--- src/rtl/crc32_stream_engine_pkg.sv ---
// crc_pkg: shared constants, FSM state type and bit-level helpers for the
// CRC-32 stream engine.
//   ETH_*          Ethernet CRC-32 polynomial, seed, output XOR and residue.
//   crc_state_e    frame state: IDLE, ACCUM, RESULT.
//   crc_step_bit   one serial LFSR step (MSB-first register, normal polynomial).
//   reflect32      bit reversal of a 32-bit word.
package crc_pkg;

   localparam logic [31:0] ETH_POLY    = 32'h04C11DB7;
   localparam logic [31:0] ETH_INIT    = 32'hFFFFFFFF;
   localparam logic [31:0] ETH_XOR_OUT = 32'hFFFFFFFF;
   localparam logic [31:0] ETH_RESIDUE = 32'hC704DD7B;

   typedef enum logic [1:0] {
      IDLE   = 2'd0,
      ACCUM  = 2'd1,
      RESULT = 2'd2
   } crc_state_e;

   function automatic logic [31:0] crc_step_bit(input logic [31:0] r,
                                                input logic        b,
                                                input logic [31:0] poly);
      logic inv;
      inv = b ^ r[31];
      return {r[30:0], 1'b0} ^ (inv ? poly : 32'h0);
   endfunction

   function automatic logic [31:0] reflect32(input logic [31:0] x);
      logic [31:0] y;
      for (int i = 0; i < 32; i++) y[i] = x[31-i];
      return y;
   endfunction

endpackage

--- src/rtl/crc_parallel_update.sv ---
// crc_parallel_update: purely combinational one-beat CRC update.
// Unrolls the serial LFSR step over every enabled bit of a beat in wire order.
//   reg_in   current CRC register
//   data     beat; byte lane 0 (data[7:0]) is first on the wire
//   keep     per-lane enables (lane 0..KEEP_W-1); for DATA_W<8 keep[0]
//            gates the whole beat
//   reg_out  register after folding in the enabled bits
module crc_parallel_update
   import crc_pkg::*;
#(
   parameter int          DATA_W  = 8,
   parameter int          KEEP_W  = 1,
   parameter logic [31:0] POLY    = ETH_POLY,
   parameter bit          REFLECT = 1'b1
) (
   input  logic [31:0]       reg_in,
   input  logic [DATA_W-1:0] data,
   input  logic [KEEP_W-1:0] keep,
   output logic [31:0]       reg_out
);

   generate
      if (DATA_W < 8) begin : g_sub_byte
         // Sub-byte beats carry consecutive bits of a byte: with REFLECT the
         // low bit goes first, otherwise the high bit.
         logic [31:0] acc;
         always_comb begin
            acc = reg_in;
            for (int i = 0; i < DATA_W; i++)
               acc = crc_step_bit(acc, data[REFLECT ? i : DATA_W-1-i], POLY);
            reg_out = keep[0] ? acc : reg_in;
         end
      end else begin : g_lanes
         logic [31:0] acc;
         always_comb begin
            acc = reg_in;
            for (int l = 0; l < KEEP_W; l++) begin
               if (keep[l]) begin
                  for (int j = 0; j < 8; j++)
                     acc = crc_step_bit(acc, data[l*8 + (REFLECT ? j : 7-j)], POLY);
               end
            end
            reg_out = acc;
         end
      end
   endgenerate

endmodule

--- src/rtl/crc32_stream_engine.sv ---
// crc32_stream_engine: parallel CRC-32 over a valid/ready beat stream.
// Emits one result per frame: the finished CRC and whether the raw register
// landed on the residue (so the same block generates and checks an FCS).
//   clk, rst_n     clock, asynchronous active-low reset
//   clear          synchronous frame abort (drops the frame, no result)
//   s_valid/ready  beat handshake; s_ready is low in RESULT and during clear
//   s_data/keep    beat and byte-lane enables (keep used on last beat, DATA_W>=16)
//   s_last         final beat of the frame
//   crc_valid      one-cycle result strobe
//   crc_out        out_map(reg ^ XOR_OUT), held until the next strobe
//   crc_ok         raw register equalled RESIDUE, held with crc_out
//   frame_len      byte count of the frame, saturating
//   busy           high from the first accepted beat through the result cycle
module crc32_stream_engine
   import crc_pkg::*;
#(
   parameter int          DATA_W  = 8,
   parameter logic [31:0] POLY    = ETH_POLY,
   parameter logic [31:0] INIT    = ETH_INIT,
   parameter logic [31:0] XOR_OUT = ETH_XOR_OUT,
   parameter bit          REFLECT = 1'b1,
   parameter logic [31:0] RESIDUE = ETH_RESIDUE,
   parameter int          LEN_W   = 16,
   localparam int         KEEP_W  = (DATA_W >= 8) ? DATA_W / 8 : 1
) (
   input  logic              clk,
   input  logic              rst_n,
   input  logic              clear,
   input  logic              s_valid,
   output logic              s_ready,
   input  logic [DATA_W-1:0] s_data,
   input  logic [KEEP_W-1:0] s_keep,
   input  logic              s_last,
   output logic              crc_valid,
   output logic [31:0]       crc_out,
   output logic              crc_ok,
   output logic [LEN_W-1:0]  frame_len,
   output logic              busy
);

   // The counter tracks bits so sub-byte widths round down naturally.
   localparam int CNT_W = LEN_W + 3;

   crc_state_e       state;
   logic [31:0]      crc_reg;
   logic [CNT_W-1:0] bit_cnt;
   logic [KEEP_W-1:0] lane_en;
   logic [CNT_W-1:0] beat_bits;
   logic [CNT_W-1:0] cnt_next;
   logic [31:0]      reg_upd;
   logic             accept;

   function automatic logic [CNT_W-1:0] sat_add(input logic [CNT_W-1:0] a,
                                                input logic [CNT_W-1:0] b);
      logic [CNT_W:0] sum;
      sum = {1'b0, a} + {1'b0, b};
      return sum[CNT_W] ? {CNT_W{1'b1}} : sum[CNT_W-1:0];
   endfunction

   function automatic logic [31:0] out_map(input logic [31:0] x);
      return REFLECT ? reflect32(x) : x;
   endfunction

   assign s_ready = (state != RESULT) && !clear;
   assign accept  = s_valid && s_ready;

   always_comb begin
      lane_en = {KEEP_W{1'b1}};
      if (DATA_W >= 16 && s_last) lane_en = s_keep;
      if (DATA_W < 8) beat_bits = CNT_W'(DATA_W);
      else            beat_bits = CNT_W'($countones(lane_en)) << 3;
      cnt_next = sat_add(bit_cnt, beat_bits);
   end

   crc_parallel_update #(
      .DATA_W (DATA_W),
      .KEEP_W (KEEP_W),
      .POLY   (POLY),
      .REFLECT(REFLECT)
   ) u_update (
      .reg_in (crc_reg),
      .data   (s_data),
      .keep   (lane_en),
      .reg_out(reg_upd)
   );

   always_ff @(posedge clk or negedge rst_n) begin
      if (!rst_n) begin
         state     <= IDLE;
         crc_reg   <= INIT;
         bit_cnt   <= '0;
         busy      <= 1'b0;
         crc_valid <= 1'b0;
         crc_out   <= '0;
         crc_ok    <= 1'b0;
         frame_len <= '0;
      end else begin
         crc_valid <= 1'b0;
         if (clear) begin
            // Abort: result outputs keep their last values.
            state   <= IDLE;
            crc_reg <= INIT;
            bit_cnt <= '0;
            busy    <= 1'b0;
         end else begin
            unique case (state)
               IDLE, ACCUM: begin
                  if (accept) begin
                     crc_reg <= reg_upd;
                     bit_cnt <= cnt_next;
                     busy    <= 1'b1;
                     if (s_last) begin
                        // Results are captured here so they appear in RESULT.
                        state     <= RESULT;
                        crc_valid <= 1'b1;
                        crc_out   <= out_map(reg_upd ^ XOR_OUT);
                        crc_ok    <= (reg_upd == RESIDUE);
                        frame_len <= LEN_W'(cnt_next >> 3);
                     end else begin
                        state <= ACCUM;
                     end
                  end
               end
               RESULT: begin
                  state   <= IDLE;
                  crc_reg <= INIT;
                  bit_cnt <= '0;
                  busy    <= 1'b0;
               end
               default: state <= IDLE;
            endcase
         end
      end
   end

endmodule

--- config.mk ---
export PLATFORM = sky130hd
export DESIGN_NAME = crc32_stream_engine
export DESIGN_NICKNAME = d
export VERILOG_FILES = /design/src/rtl/crc32_stream_engine_pkg.sv /design/src/rtl/crc_parallel_update.sv /design/src/rtl/crc32_stream_engine.sv
export SDC_FILE = /design/constraint.sdc
export NUM_CORES = 1
export LEC_CHECK = 0
export CAP_MARGIN = 20
export CELL_PAD_IN_SITES_DETAIL_PLACEMENT = 0
export CELL_PAD_IN_SITES_GLOBAL_PLACEMENT = 1
export CORE_MARGIN = 1
export CORE_UTILIZATION = 40
export DETAILED_ROUTE_END_ITERATION = 7
export PLACE_DENSITY = 0.77
export RECOVER_POWER = 100
export SLEW_MARGIN = 5
export SYNTH_ARGS = -nofsm -noshare
export SYNTH_HDL_FRONTEND = slang
export SYNTH_SLANG_ARGS = --single-unit
--- constraint.sdc ---
create_clock -name clk -period 2.2 [get_ports clk]
set_input_delay 0.22 -clock clk [delete_from_list [all_inputs] [get_ports clk]]
set_output_delay 0.22 -clock clk [all_outputs]
set_load 0.01 [all_outputs]
# After elaboration in Yosys (flattened, before gate mapping)

Cells that the tools add are included.

Register bits after elaboration: 104
Bits in latches: 0
Bits in writable memories: 0
Memory bits (read-only): 0
Bits of input ports: 14
Output and inout bits: 52
Logic and storage cells: 66
Memories: 0

Add/sub/neg operators: 1
$mul: 0
Divide/modulo/power cells: 0
Order comparisons: 0
Equal/unequal tests: 5
Shift-type cells: 0
Muxes and demuxes: 26
Bitwise logic cells: 18
Reductions and logical operators: 8

Operators with widths:

| kind                    | count |
|---|---|
| $xor A32 B32 Y32        | 8 |
| $mux W27                | 8 |
| $mux W32                | 2 |
| $pmux W32 S2            | 1 |
| $mux W19                | 3 |
| $pmux W19 S2            | 1 |
| $eq A32 B32 Y1 const B  | 1 |
| $not A32 Y32            | 1 |
| $add A19 B4 Y20 const B | 1 |
| $mux W2                 | 4 |
| $xor A1 B1 Y1           | 8 |
| $mux W1                 | 6 |
| $reduce_and A4 Y1       | 1 |
| $ne A3 B3 Y1 const B    | 1 |
| $reduce_bool A3 Y1      | 1 |
| $eq A2 B1 Y1 const B    | 1 |
| $eq A2 B2 Y1 const B    | 1 |
| $logic_and A1 B1 Y1     | 2 |
| $logic_not A2 Y1        | 1 |
| $ne A2 B2 Y1 const B    | 1 |
| $pmux W1 S2             | 1 |
| $reduce_and A2 Y1       | 1 |
| $reduce_or A2 Y1        | 1 |
| $logic_not A1 Y1        | 1 |
| $not A1 Y1              | 1 |

# Longest topological paths before layout

Gate-level depths: netlist of the first run.

Word-level depth: 27
Gate-level depth with buffers: 9

# By module

A second synthesis of the first run with hierarchy kept.

Cell total of the unflattened synthesis: 518
Area total of the unflattened synthesis: 5744.3 um2

Modules (own cells, without submodules):

| module              | instances | cells an instance | area an instance (um2) | sequential area each (um2) |
|---|---|---|---|---|
| crc32_stream_engine | 1         | 406               | 4304.1                 | 2567.5 |
| crc_parallel_update | 1         | 112               | 1440.1                 | 0.0 |

# Least setup slack after synthesis of the first run

OpenSTA, ideal clock, no wires.

Path type: reg2reg
From: register crc_reg[31]
To: register crc_ok
Setup time: 0.076 ns
Data arrival time: 2.085 ns
Data required time: 2.124 ns
Path slack: 0.039 ns
Cell stages (with the launch flop): 10
Buffers on the path: 0
Path through: dfstp_2 > xor2_4 > xnor2_4 > clkinv_4 > ha_1 > and3_1 > o2111ai_1 > nor4b_1 > o2111ai_1 > o21ai_1

Word-level cells in the longest chain between the ends: 13

Ends and longest elaborated chain:

| element                           | line                          | RTL |
|---|---|---|
| start: declaration                | crc32_stream_engine.sv:45     | `logic [31:0] crc_reg;` |
| start signal: assignment          | crc32_stream_engine.sv:109    | `crc_reg <= reg_upd;` |
| $xor A1 B1 Y1 (*)                 | crc32_stream_engine_pkg.sv:24 | `inv = b ^ r[31];` |
| $mux W27 (*)                      | crc32_stream_engine_pkg.sv:25 | `return {r[30:0], 1'b0} ^ (inv ? poly : 32'h0);` |
| $xor A32 B32 Y32 (*) (6 in a row) | crc32_stream_engine_pkg.sv:25 |  |
| $xor A1 B1 Y1                     | crc32_stream_engine_pkg.sv:24 |  |
| $mux W27                          | crc32_stream_engine_pkg.sv:25 |  |
| $xor A32 B32 Y32 (*) (2 in a row) | crc32_stream_engine_pkg.sv:25 |  |
| $eq A32 B32 Y1 (*)                | crc32_stream_engine.sv:117    | `crc_ok <= (reg_upd == RESIDUE);` |
| end signal: assignment            | crc32_stream_engine.sv:117    |  |
| end: declaration                  | crc32_stream_engine.sv:36     | `output logic crc_ok,` |

Every way passes the cells marked *; elsewhere a longest branch is shown, timed or not.
A chain may end at the register's enable or synchronous reset.

# Worst setup path in the final report of the first run

From: register crc_reg[26]
To: register crc_ok

Word-level cells in the longest chain between the ends: 11

Ends and longest elaborated chain:

| element                       | line |
|---|---|
| $xor A32 B32 Y32 (5 in a row) | crc32_stream_engine_pkg.sv:25 |
| $xor A1 B1 Y1                 | crc32_stream_engine_pkg.sv:24 |
| $mux W27                      | crc32_stream_engine_pkg.sv:25 |
| $xor A32 B32 Y32 (3 in a row) | crc32_stream_engine_pkg.sv:25 |
| $eq A32 B32 Y1                | crc32_stream_engine.sv:117 |

No other way between the ends.

==> impl_metrics.py, run 1 <==
metrics = {
    "yosys": {
        "syn-cell-area_sq_um": 5550,
        "synth_edf_count": 0,
        "ys_seq_area_frac": 0.462,
        "synthArstFlopShare": 1.00,
        "synth_commonest_cells": "dfrtp_1, nand2_1, o21ai_0, xnor2_1, dfstp_2",
        "synth_area_leaders": "dfrtp_1, dfstp_2, xnor2_1, xnor3_1, o21ai_0",
        "synth.most_common_cell": "dfrtp_1",
        "yosysTopAreaCell": "dfrtp_1",
        "avgSynthCellArea_sq_um": 11.0,
        "yosysTopAreaCellShare": 0.311,
        "synthCells": 505,
        "synth_fp_nets": 521,
        "yosysUniqueCellTypes": 53,
        "synth_flop_cell": "dfrtp_1",
        "yosys_register_bits": 101,
        "yosys_warnings": 0,
    },
    "placed_design": {
        "placed_cells": 795,
        "place_congestion": 0.907,
        "port_buffers": 64,
        "place_area_sq_um": 6950,
        "dp_hpwl_um": 10500,
    },
    "floorplanning": {
        "die-area_sq_um": 14400,
        "die_y_um": 120,
        "pin_count": 66,
        "start_util": 0.414,
        "fp-row-count": 42,
        "die_x_um": 120,
        "core_sq_um": 13400,
    },
    "sta": {
        "rsz0062_at_grt": "true",
        "max_freq_mhz": 445,
        "holdWs_ns": 0.468,
        "hold_viol_final": 0,
        "finalMaxSlewViolations": 0,
        "worst_slack_ns": -0.0482,
        "tns_ns": -0.0482,
        "fin_crit_sh": 1.02,
        "fin_skew_ns": 0.00821,
        "tightest_slew_ns": 1.05,
        "finalSetupViolCount": 1,
        "period_minus_slack_ns": 2.25,
        "max_slew_margin": 0.303,
    },
    "worst_setup_path": {
        "path_cells": "xnor2_2, clkbuf_16, xnor3_2, xnor3_1, a21oi_2, o2111ai_2, o21ai_1",
        "arrival_ns": 2.52,
        "cp.required_ns": 2.47,
        "criticalPathCategory": "register to register",
        "worst_path_max_delay_cell": "dfstp_2",
        "cp.buffers_inverters": 1,
        "cp_max_fo": 8,
        "critPathCaptureType": "register",
        "start_kind": "register",
        "critical-path-top-delay-family": "XOR/XNOR gates",
        "slowest_delay_ns": 0.55,
    },
    "final_layout": {
        "stdcell_area_sq_um": 7400,
        "final_net_count": 655,
        "final.fill_count": 1177,
        "syn2layout_area_growth_pct": 33.3,
        "seq_area_sq_um": 2570,
        "multi_input_area_sq_um": 2930,
        "n_antenna_cell": 0,
        "post-route-util": 0.552,
        "fin_cells": 820,
        "layout-drive-gt1-share": 0.250,
    },
    "clock_network": {
        "cts_root_buf": "clkbuf_16",
        "cts.sinks": 101,
        "cts_tree": "yes",
        "clkTransAtPathRegs_ns": 0.07,
        "cts_buffers": 9,
        "h-tree-depth": 3,
        "clock_latency_ns": 0.35,
        "clockBufferDepth": 2,
    },
    "route": {
        "drc_errors": 0,
        "vias_per_cell": 5.17,
        "ant_nets": 0,
        "post_drt_wl_per_cell_um": 17.3,
        "first_iter_violations": 243,
        "firstDrtPassIters": 4,
        "vias": 4236,
        "finalWirelength_um": 14200,
    },
    "flow_run": {
        "cap_viol_max_count": 0,
    },
    "global_route": {
        "antenna_found_initial": 0,
        "grt_pass1_wl_um": 22900,
        "grt-ovfl-total": 0,
        "grtUsageTotal": 0.209,
        "grt_pass1_vias": 4201,
        "grt_max_degree": 42,
    },
    "power": {
        "pwr_density_cell_nw_per_um2": 1650,
        "peakVddDrop_v": 0.000720,
        "p_leak_nw": 3.33,
    },
    "status": {
        "violations": "setup timing",
        "status": "finished with violations",
    },
    "hold_path": {
        "hold_class": "register to register",
    },
}
==> layer usage <==
layer | vias to the layer above | track usage | part of all wire
met2 | 103 | 0.309 | 0.45
met4 | 0 | 0.0492 | 0.011
met3 | 13 | 0.0413 | 0.037
met5 | - | 0 | 0
met1 | 2071 | 0.315 | 0.50
li1 | 2049 | - | -
==> cell usage in the layout, fill, tap and decap left out, types with 3 or more instances in the layout <==
| master | synthesis | final |
|---|---|---|
| clkbuf_2 | 0 | 8 |
| o2111ai_1 | 5 | 4 |
| xor3_1 | 4 | 4 |
| clkbuf_16 | 0 | 10 |
| and4_1 | 4 | 4 |
| nand2b_1 | 3 | 3 |
| a21oi_1 | 23 | 21 |
| xnor2_1 | 42 | 39 |
| dlygate4sd3_1 | 0 | 55 |
| dfstp_2 | 32 | 32 |
| a21o_1 | 3 | 3 |
| buf_12 | 0 | 4 |
| clkdlybuf4s50_1 | 0 | 9 |
| buf_4 | 0 | 65 |
| o22a_1 | 25 | 25 |
| xor2_2 | 1 | 3 |
| inv_1 | 11 | 11 |
| xor2_1 | 14 | 12 |
| xnor2_4 | 4 | 7 |
| clkbuf_1 | 21 | 5 |
| a22o_1 | 6 | 6 |
| and3_1 | 5 | 5 |
| mux2i_1 | 7 | 7 |
| dfrtp_1 | 69 | 69 |
| xnor2_2 | 9 | 9 |
| nor3b_1 | 3 | 3 |
| xnor3_1 | 15 | 15 |
| nor2_1 | 31 | 31 |
| nand4_1 | 5 | 5 |
| o21ai_0 | 50 | 50 |
| nand2_1 | 62 | 62 |
| nand3_1 | 8 | 8 |
| a31oi_1 | 10 | 10 |
==> power by group <==
part	total (W)	internal (W)	switching [W]
Clock	0.00169	0.00100	0.000689
Sequential	0.00298	0.00254	0.000441
Combinational	0.00757	0.00406	0.00351
Total	0.0122	0.00761	0.00464
==> area by class of cell <==
cell class,count,area share
clock inverter,5,0.0112
clock buffer,11,0.0314
timing repair buffer,148,0.178
sequential,101,0.347
inverter,13,0.00727
tap,176,0.0298
multi-input combinational,366,0.396
==> worst reg2reg max path: stages (launching register included) <==
cell	delay, ns
dfstp_2	0.55
xnor2_2	0.12
clkbuf_16	0.18
xnor3_2	0.47
xnor3_1	0.41
a21oi_2	0.15
o2111ai_2	0.13
o21ai_1	0.16
==> final timing paths <==
path / start / slack [ns] / depth (start not counted) / endpoint
max in group asynchronous: rst_n / 0.37 / 3 / crc_out[14]
worst min-delay path: crc_out[19] / 0.47 / 2 / crc_out[19]
worst min register to register: crc_out[19] / 0.47 / 2 / crc_out[19]
worst max-delay path: crc_reg[26] / -0.05 / 7 / crc_ok
worst max register to register: crc_reg[26] / -0.05 / 7 / crc_ok
min in group asynchronous: rst_n / 0.58 / 2 / frame_len[12]
==> per-stage QoR <==
| stage | total power (W) | worst slack (ns) |
|---|---|---|
| floorplan | 0.00689 | 0.0387 |
| global placement | 0.0101 | -0.290 |
| detailed placement | 0.0102 | -0.310 |
| CTS | 0.0120 | -0.0155 |
| global route | 0.0129 | -0.129 |
| finish | 0.0122 | -0.0482 |
==> what timing repair did <==
item,CTS,global route
hold endpoints to repair,27,0
resized for setup,2,17
setup buffers,1,7
pin swaps,0,8
hold buffers,1,0
setup endpoints to repair,1,16
==> logic make-up after synthesis <==
kind of cell | Yosys count | share of synthesized area
AO/OA/AOI/OAI | 130 | 0.150
XOR/XNOR | 92 | 0.229
adder cells (fa/ha/maj) | 2 | 0.00450
buffers and inverters | 38 | 0.0282
flip-flops | 101 | 0.462
multiplexers | 8 | 0.0146
AND/OR/NAND/NOR | 134 | 0.112
Note: power is estimated with default switching activity, not from simulation.
==> run 2: changes to the inputs <==
--- a/config.mk
+++ b/config.mk
@@ -11,9 +11,8 @@
 export CORE_MARGIN = 1
 export CORE_UTILIZATION = 40
 export DETAILED_ROUTE_END_ITERATION = 7
-export PLACE_DENSITY = 0.77
+export PLACE_DENSITY_LB_ADDON = 0.1
 export RECOVER_POWER = 100
-export SLEW_MARGIN = 5
 export SYNTH_ARGS = -nofsm -noshare
 export SYNTH_HDL_FRONTEND = slang
 export SYNTH_SLANG_ARGS = --single-unit
==> impl_metrics.py, run 2 (same netlist as run 1, synthesis figures left out) <==
metrics = {
    "status": {
        "status": "complete, no violations",
    },
    "sta": {
        "period_minus_slack_ns": 2.19,
        "max_freq_mhz": 457,
        "tightest_slew_ns": 0.830,
        "hold_viol_final": 0,
        "finalSetupViolCount": 0,
        "rsz0062_at_grt": "true",
        "finalMaxSlewViolations": 0,
        "fin_crit_sh": 0.994,
        "worst_slack_ns": 0.0129,
        "fin_skew_ns": 0.0101,
        "max_slew_margin": 0.447,
    },
    "route": {
        "vias": 4236,
        "drc_errors": 0,
        "first_iter_violations": 174,
        "vias_per_cell": 5.15,
        "ant_nets": 0,
        "finalWirelength_um": 14500,
        "post_drt_wl_per_cell_um": 17.7,
        "firstDrtPassIters": 5,
    },
    "global_route": {
        "grt_pass1_wl_um": 23400,
        "grtUsageTotal": 0.218,
        "antenna_found_initial": 0,
        "grt_pass1_vias": 4061,
        "grt-ovfl-total": 0,
        "grt_max_degree": 48,
    },
    "power": {
        "pwr_density_cell_nw_per_um2": 1650,
        "power.total_w": 0.0122,
        "peakVddDrop_v": 0.000702,
        "p_leak_nw": 3.32,
    },
    "floorplanning": {
        "die_y_um": 120,
        "start_util": 0.414,
        "core_sq_um": 13400,
        "pin_count": 66,
        "die-area_sq_um": 14400,
        "fp-row-count": 42,
        "die_x_um": 120,
    },
    "final_layout": {
        "final.fill_count": 1237,
        "layout_common_cells": "buf_4, dfrtp_1, nand2_1, dlygate4sd3_1, o21ai_0",
        "final_net_count": 657,
        "n_antenna_cell": 0,
        "final_common_cell": "buf_4",
        "layout-drive-gt1-share": 0.259,
        "fin_cells": 822,
        "syn2layout_area_growth_pct": 33.1,
        "post-route-util": 0.552,
    },
    "clock_network": {
        "cts_buffers": 9,
        "cts_root_buf": "clkbuf_16",
        "cts.sinks": 101,
        "clkTransAtPathRegs_ns": 0.07,
        "clockBufferDepth": 2,
        "h-tree-depth": 3,
        "cts_tree": "yes",
        "clock_latency_ns": 0.36,
    },
    "placed_design": {
        "placed_cells": 796,
        "dp_hpwl_um": 11100,
        "port_buffers": 64,
        "place_congestion": 0.871,
        "dpl_worst_slack_ns": -0.352,
    },
    "worst_setup_path": {
        "critPathCaptureType": "register",
        "start_kind": "register",
        "criticalPathCategory": "register to register",
        "cp_max_fo": 3,
        "arrival_ns": 2.47,
        "cp.required_ns": 2.49,
    },
    "flow_run": {
        "cap_viol_max_count": 0,
    },
    "hold_path": {
        "hold_class": "register to register",
    },
}
[run 2: layout make-up]
class / instances / area [sq um] / area share
repair buffers: 150 / 1320 / 0.178
flip-flops and latches: 101 / 2570 / 0.347
clock buffers: 11 / 253 / 0.0342
inverters: 13 / 53.8 / 0.00728
well taps: 176 / 220 / 0.0298
multi-input cells: 366 / 2930 / 0.396
clock inverters: 5 / 56.3 / 0.00761
[run 2: path summary, 6_finish.rpt]
kind / start / end / slack (ns) / cells after the start
max: crc_reg[28] / crc_ok / 0.01 / 6
min: crc_out[30] / crc_out[30] / 0.47 / 2
max reg2reg: crc_reg[28] / crc_ok / 0.01 / 6
min in group asynchronous: rst_n / frame_len[4] / 0.49 / 2
max in group asynchronous: rst_n / crc_out[16] / 0.53 / 3
min reg2reg: crc_out[30] / crc_out[30] / 0.47 / 2
[run 2: repair_timing]
item,CTS,global route
buffers inserted,0,9
pin swaps,1,8
resized for setup,3,10
hold endpoints to repair,23,0
hold buffers,1,0
cloned,0,0
endpoints found under the setup margin,3,5
[run 2: layer usage]
| layer | share of wire | track usage | vias to the layer above |
|---|---|---|---|
| li1 | - | - | 2064 |
| met1 | 0.52 | 0.336 | 2056 |
| met2 | 0.43 | 0.310 | 107 |
| met3 | 0.046 | 0.0399 | 9 |
| met4 | 0.0099 | 0.0586 | 0 |
| met5 | 0 | 0 | - |
[run 2: worst max-delay path: stages, from the launching register on]
cell and delay [ns]:
dfstp_2 0.60, xor3_1 0.54, nor2_1 0.22, o2111ai_2 0.16, nor4b_2 0.31, o2111ai_1 0.15, o21ai_1 0.14
[run 2: per-stage QoR]
| stage | hold WS (ns) | TNS (ns) | area [sq um] |
|---|---|---|---|
| CTS | 0.360 | -0.0266 | 7270 |
| finish | 0.471 | 0 | 7390 |
| global placement | 0.198 | -3.87 | 6930 |
| detailed placement | 0.205 | -5.09 | 6930 |
| floorplan | -0.0756 | 0 | 5550 |
| global route | 0.506 | -0.116 | 7390 |
[run 2: report_power, final]
| part | switching (W) | total, W | internal [W] |
|---|---|---|---|
| clock network | 0.000718 | 0.00166 | 0.000944 |
| logic | 0.00344 | 0.00752 | 0.00408 |
| registers | 0.000448 | 0.00299 | 0.00254 |
| total | 0.00460 | 0.0122 | 0.00757 |
==> run 3: changes to the inputs <==
--- a/config.mk
+++ b/config.mk
@@ -9,10 +9,11 @@
 export CELL_PAD_IN_SITES_DETAIL_PLACEMENT = 0
 export CELL_PAD_IN_SITES_GLOBAL_PLACEMENT = 1
 export CORE_MARGIN = 1
-export CORE_UTILIZATION = 40
+export CORE_UTILIZATION = 41
 export DETAILED_ROUTE_END_ITERATION = 7
-export PLACE_DENSITY_LB_ADDON = 0.1
+export PLACE_DENSITY = 0.86
 export RECOVER_POWER = 100
 export SYNTH_ARGS = -nofsm -noshare
 export SYNTH_HDL_FRONTEND = slang
+export SYNTH_HIERARCHICAL = 1
 export SYNTH_SLANG_ARGS = --single-unit
==> constraint.sdc (replaced) <==
create_clock -name clk -period 1.8 [get_ports clk]
set_input_delay 0.18 -clock clk [delete_from_list [all_inputs] [get_ports clk]]
set_output_delay 0.18 -clock clk [all_outputs]
set_load 0.01 [all_outputs]
==> impl_metrics.py, run 3 <==
metrics = {
    "sta": {
        "tns_ns": -16.39,
        "fin_crit_sh": 1.43,
        "finalSetupViolCount": 59,
        "max_slew_margin": 0.303,
        "finalMaxSlewViolations": 0,
        "period_minus_slack_ns": 2.57,
        "tightest_slew_ns": 1.05,
        "fin_skew_ns": 0.00996,
        "hold_viol_final": 0,
        "rsz0062_at_grt": "true",
        "worst_slack_ns": -0.774,
        "max_freq_mhz": 388,
    },
    "placed_design": {
        "dp_hpwl_um": 10500,
        "place_congestion": 0.887,
        "port_buffers": 64,
    },
    "floorplanning": {
        "start_util": 0.427,
        "fp-row-count": 42,
        "die-area_sq_um": 14500,
        "core_sq_um": 13500,
        "die_x_um": 120,
        "die_y_um": 120,
        "pin_count": 66,
    },
    "route": {
        "ant_nets": 0,
        "drc_errors": 0,
        "vias_per_cell": 5.42,
        "first_iter_violations": 317,
        "finalWirelength_um": 16500,
        "firstDrtPassIters": 5,
        "vias": 4780,
        "post_drt_wl_per_cell_um": 18.8,
    },
    "global_route": {
        "grt_max_degree": 60,
        "grtUsageTotal": 0.226,
        "grt_pass1_vias": 4808,
        "grt_pass1_wl_um": 25200,
        "grt-ovfl-total": 0,
        "antenna_found_initial": 0,
    },
    "hold_path": {
        "hold_path_startpoint": "crc_out[18]",
        "hold_class": "register to register",
        "hold_end": "crc_out[18]",
        "holdPathStages": 2,
    },
    "yosys": {
        "yosysTopAreaCell": "dfrtp_1",
        "ys_seq_area_frac": 0.447,
        "synth_area_leaders": "dfrtp_1, dfstp_2, xnor3_1, o22a_1, o21ai_0",
        "yosys_register_bits": 101,
        "synth_flop_cell": "dfrtp_1",
        "synthCells": 518,
        "synthArstFlopShare": 1.00,
        "avgSynthCellArea_sq_um": 11.1,
        "syn-cell-area_sq_um": 5740,
        "yosys_warnings": 6,
        "synth_edf_count": 0,
        "yosysUniqueCellTypes": 59,
        "synth.most_common_cell": "dfrtp_1",
        "yosysTopAreaCellShare": 0.301,
        "synth_commonest_cells": "dfrtp_1, o21ai_0, nand2_1, dfstp_2, o22a_1",
    },
    "worst_setup_path": {
        "crit_top_cell": "xnor2_4",
        "slowest_delay_ns": 0.58,
        "r2r_cells": 9,
        "start_kind": "register",
        "cp.buffers_inverters": 1,
        "cp_max_fo": 4,
        "criticalPathCategory": "register to register",
        "arrival_ns": 2.86,
        "r2r-start": "crc_reg[30]",
        "critical-path-top-delay-family": "XOR/XNOR gates",
        "path_cells": "xnor2_4, buf_12, xnor2_4, xor3_1, mux2_4, nand4b_1, nor4_2, nand4_1, o21ai_1",
        "rrSetupSlack_ns": -0.77,
        "rr_endpoint": "crc_ok",
        "worst_path_max_delay_cell": "dfstp_2",
        "critPathCaptureType": "register",
        "cp.required_ns": 2.09,
    },
    "clock_network": {
        "clkTransAtPathRegs_ns": 0.08,
        "cts_buffers": 9,
        "clockBufferDepth": 2,
        "cts_tree": "yes",
        "clock_latency_ns": 0.36,
        "cts_root_buf": "clkbuf_16",
        "h-tree-depth": 3,
        "cts.sinks": 101,
    },
    "power": {
        "power.total_w": 0.0119,
        "peakVddDrop_v": 0.00116,
        "pwr_density_cell_nw_per_um2": 1390,
        "p_leak_nw": 3.71,
    },
    "final_layout": {
        "syn2layout_area_growth_pct": 48.6,
        "n_antenna_cell": 0,
        "final_common_cell": "buf_4",
        "layout_common_cells": "buf_4, dfrtp_1, clkdlybuf4s50_1, nand2_1, buf_6",
        "layout-drive-gt1-share": 0.399,
        "final.fill_count": 1015,
        "final_net_count": 716,
    },
    "status": {
        "status": "finished with violations",
        "violations": "setup timing",
    },
    "flow_run": {
        "cap_viol_max_count": 0,
    },
}
[run 3: cell count changes after synthesis, sizes merged, moves of 6 or more]
| cell | delta |
|---|---|
| mux2 | +19 |
| nand2 | -10 |
| o22a | +7 |
| inv | +6 |
| nor4 | +7 |
| xnor2 | -21 |
| a22o | -6 |
[run 3: layout make-up]
type | count | area (sq um) | area share
flip-flops and latches | 101 | 2570 | 0.301
clock buffers | 10 | 250 | 0.0293
multi-input cells | 369 | 3390 | 0.397
inverters | 17 | 63.8 | 0.00748
clock inverters | 6 | 67.6 | 0.00792
repair buffers | 203 | 1980 | 0.232
well taps | 176 | 220 | 0.0258
[run 3: per-stage QoR]
step	instance area, sq um	std cells	hold slack, ns	utilization	worst slack, ns
after CTS	8240	867	0.362	0.612	-0.688
final	8540	882	0.481	0.634	-0.774
after global placement	7430	833	0.192	0.552	-0.992
after floorplan	5820	520	-0.116	-	-0.558
after detailed placement	7430	833	0.205	0.552	-1.06
after global routing	8540	882	0.499	0.634	-0.869
[run 3: worst register-to-register path, delay by kind of cell (launching register included)]
family	cells	cell delay (ns)
buffers and inverters	1	0.15
AO/OA/AOI/OAI	1	0.13
XOR/XNOR	3	0.72
AND/OR/NAND/NOR	3	0.67
flip-flops	1	0.58
multiplexers	1	0.27
[run 3: cells by family after synthesis]
family	Yosys count	share of synthesized area
other	1	0.000653
and+or+nand+nor	128	0.113
AOI/OAI and AO/OA	144	0.159
muxes	26	0.0503
xor gates and xnor gates	67	0.191
adders and majority gates	1	0.00218
DFF	101	0.447
buffers and inverters	50	0.0366
[run 3: power by group]
| part | internal [W] | leakage, nW | switching, W |
|---|---|---|---|
| Sequential | 0.00287 | 1.24 | 0.000370 |
| Combinational | 0.00398 | 2.32 | 0.00263 |
| Clock | 0.00117 | 0.156 | 0.000888 |
| Total | 0.00802 | 3.71 | 0.00389 |
[run 3: worst max-delay path by stage]
stage                      startpoint     end  slack, ns  cells past startpoint
after floorplan           crc_reg[29]  crc_ok      -0.56                      8
after global placement      s_data[1]  crc_ok      -0.99                      9
after detailed placement    s_data[2]  crc_ok      -1.06                      9
after CTS                 crc_reg[26]  crc_ok      -0.69                      9
after global routing      crc_reg[31]  crc_ok      -0.87                     10
final                     crc_reg[30]  crc_ok      -0.77                      9
[run 3: routing by layer]
metal	GRT usage	vias to the layer above	wire length, um
met5	0	-	0
met1	0.298	2370	7120
li1	-	2216	-
met3	0.0448	40	757
met4	0.0779	0	594
met2	0.371	154	8070
[run 3: what timing repair did]
action | CTS | global route
buffers inserted | 21 | 31
hold buffers | 1 | 0
endpoints found under the setup margin | 57 | 74
gates resized for setup | 88 | 53
pin swaps | 32 | 34
cloned | 0 | 0
endpoints found under the hold margin | 29 | 0
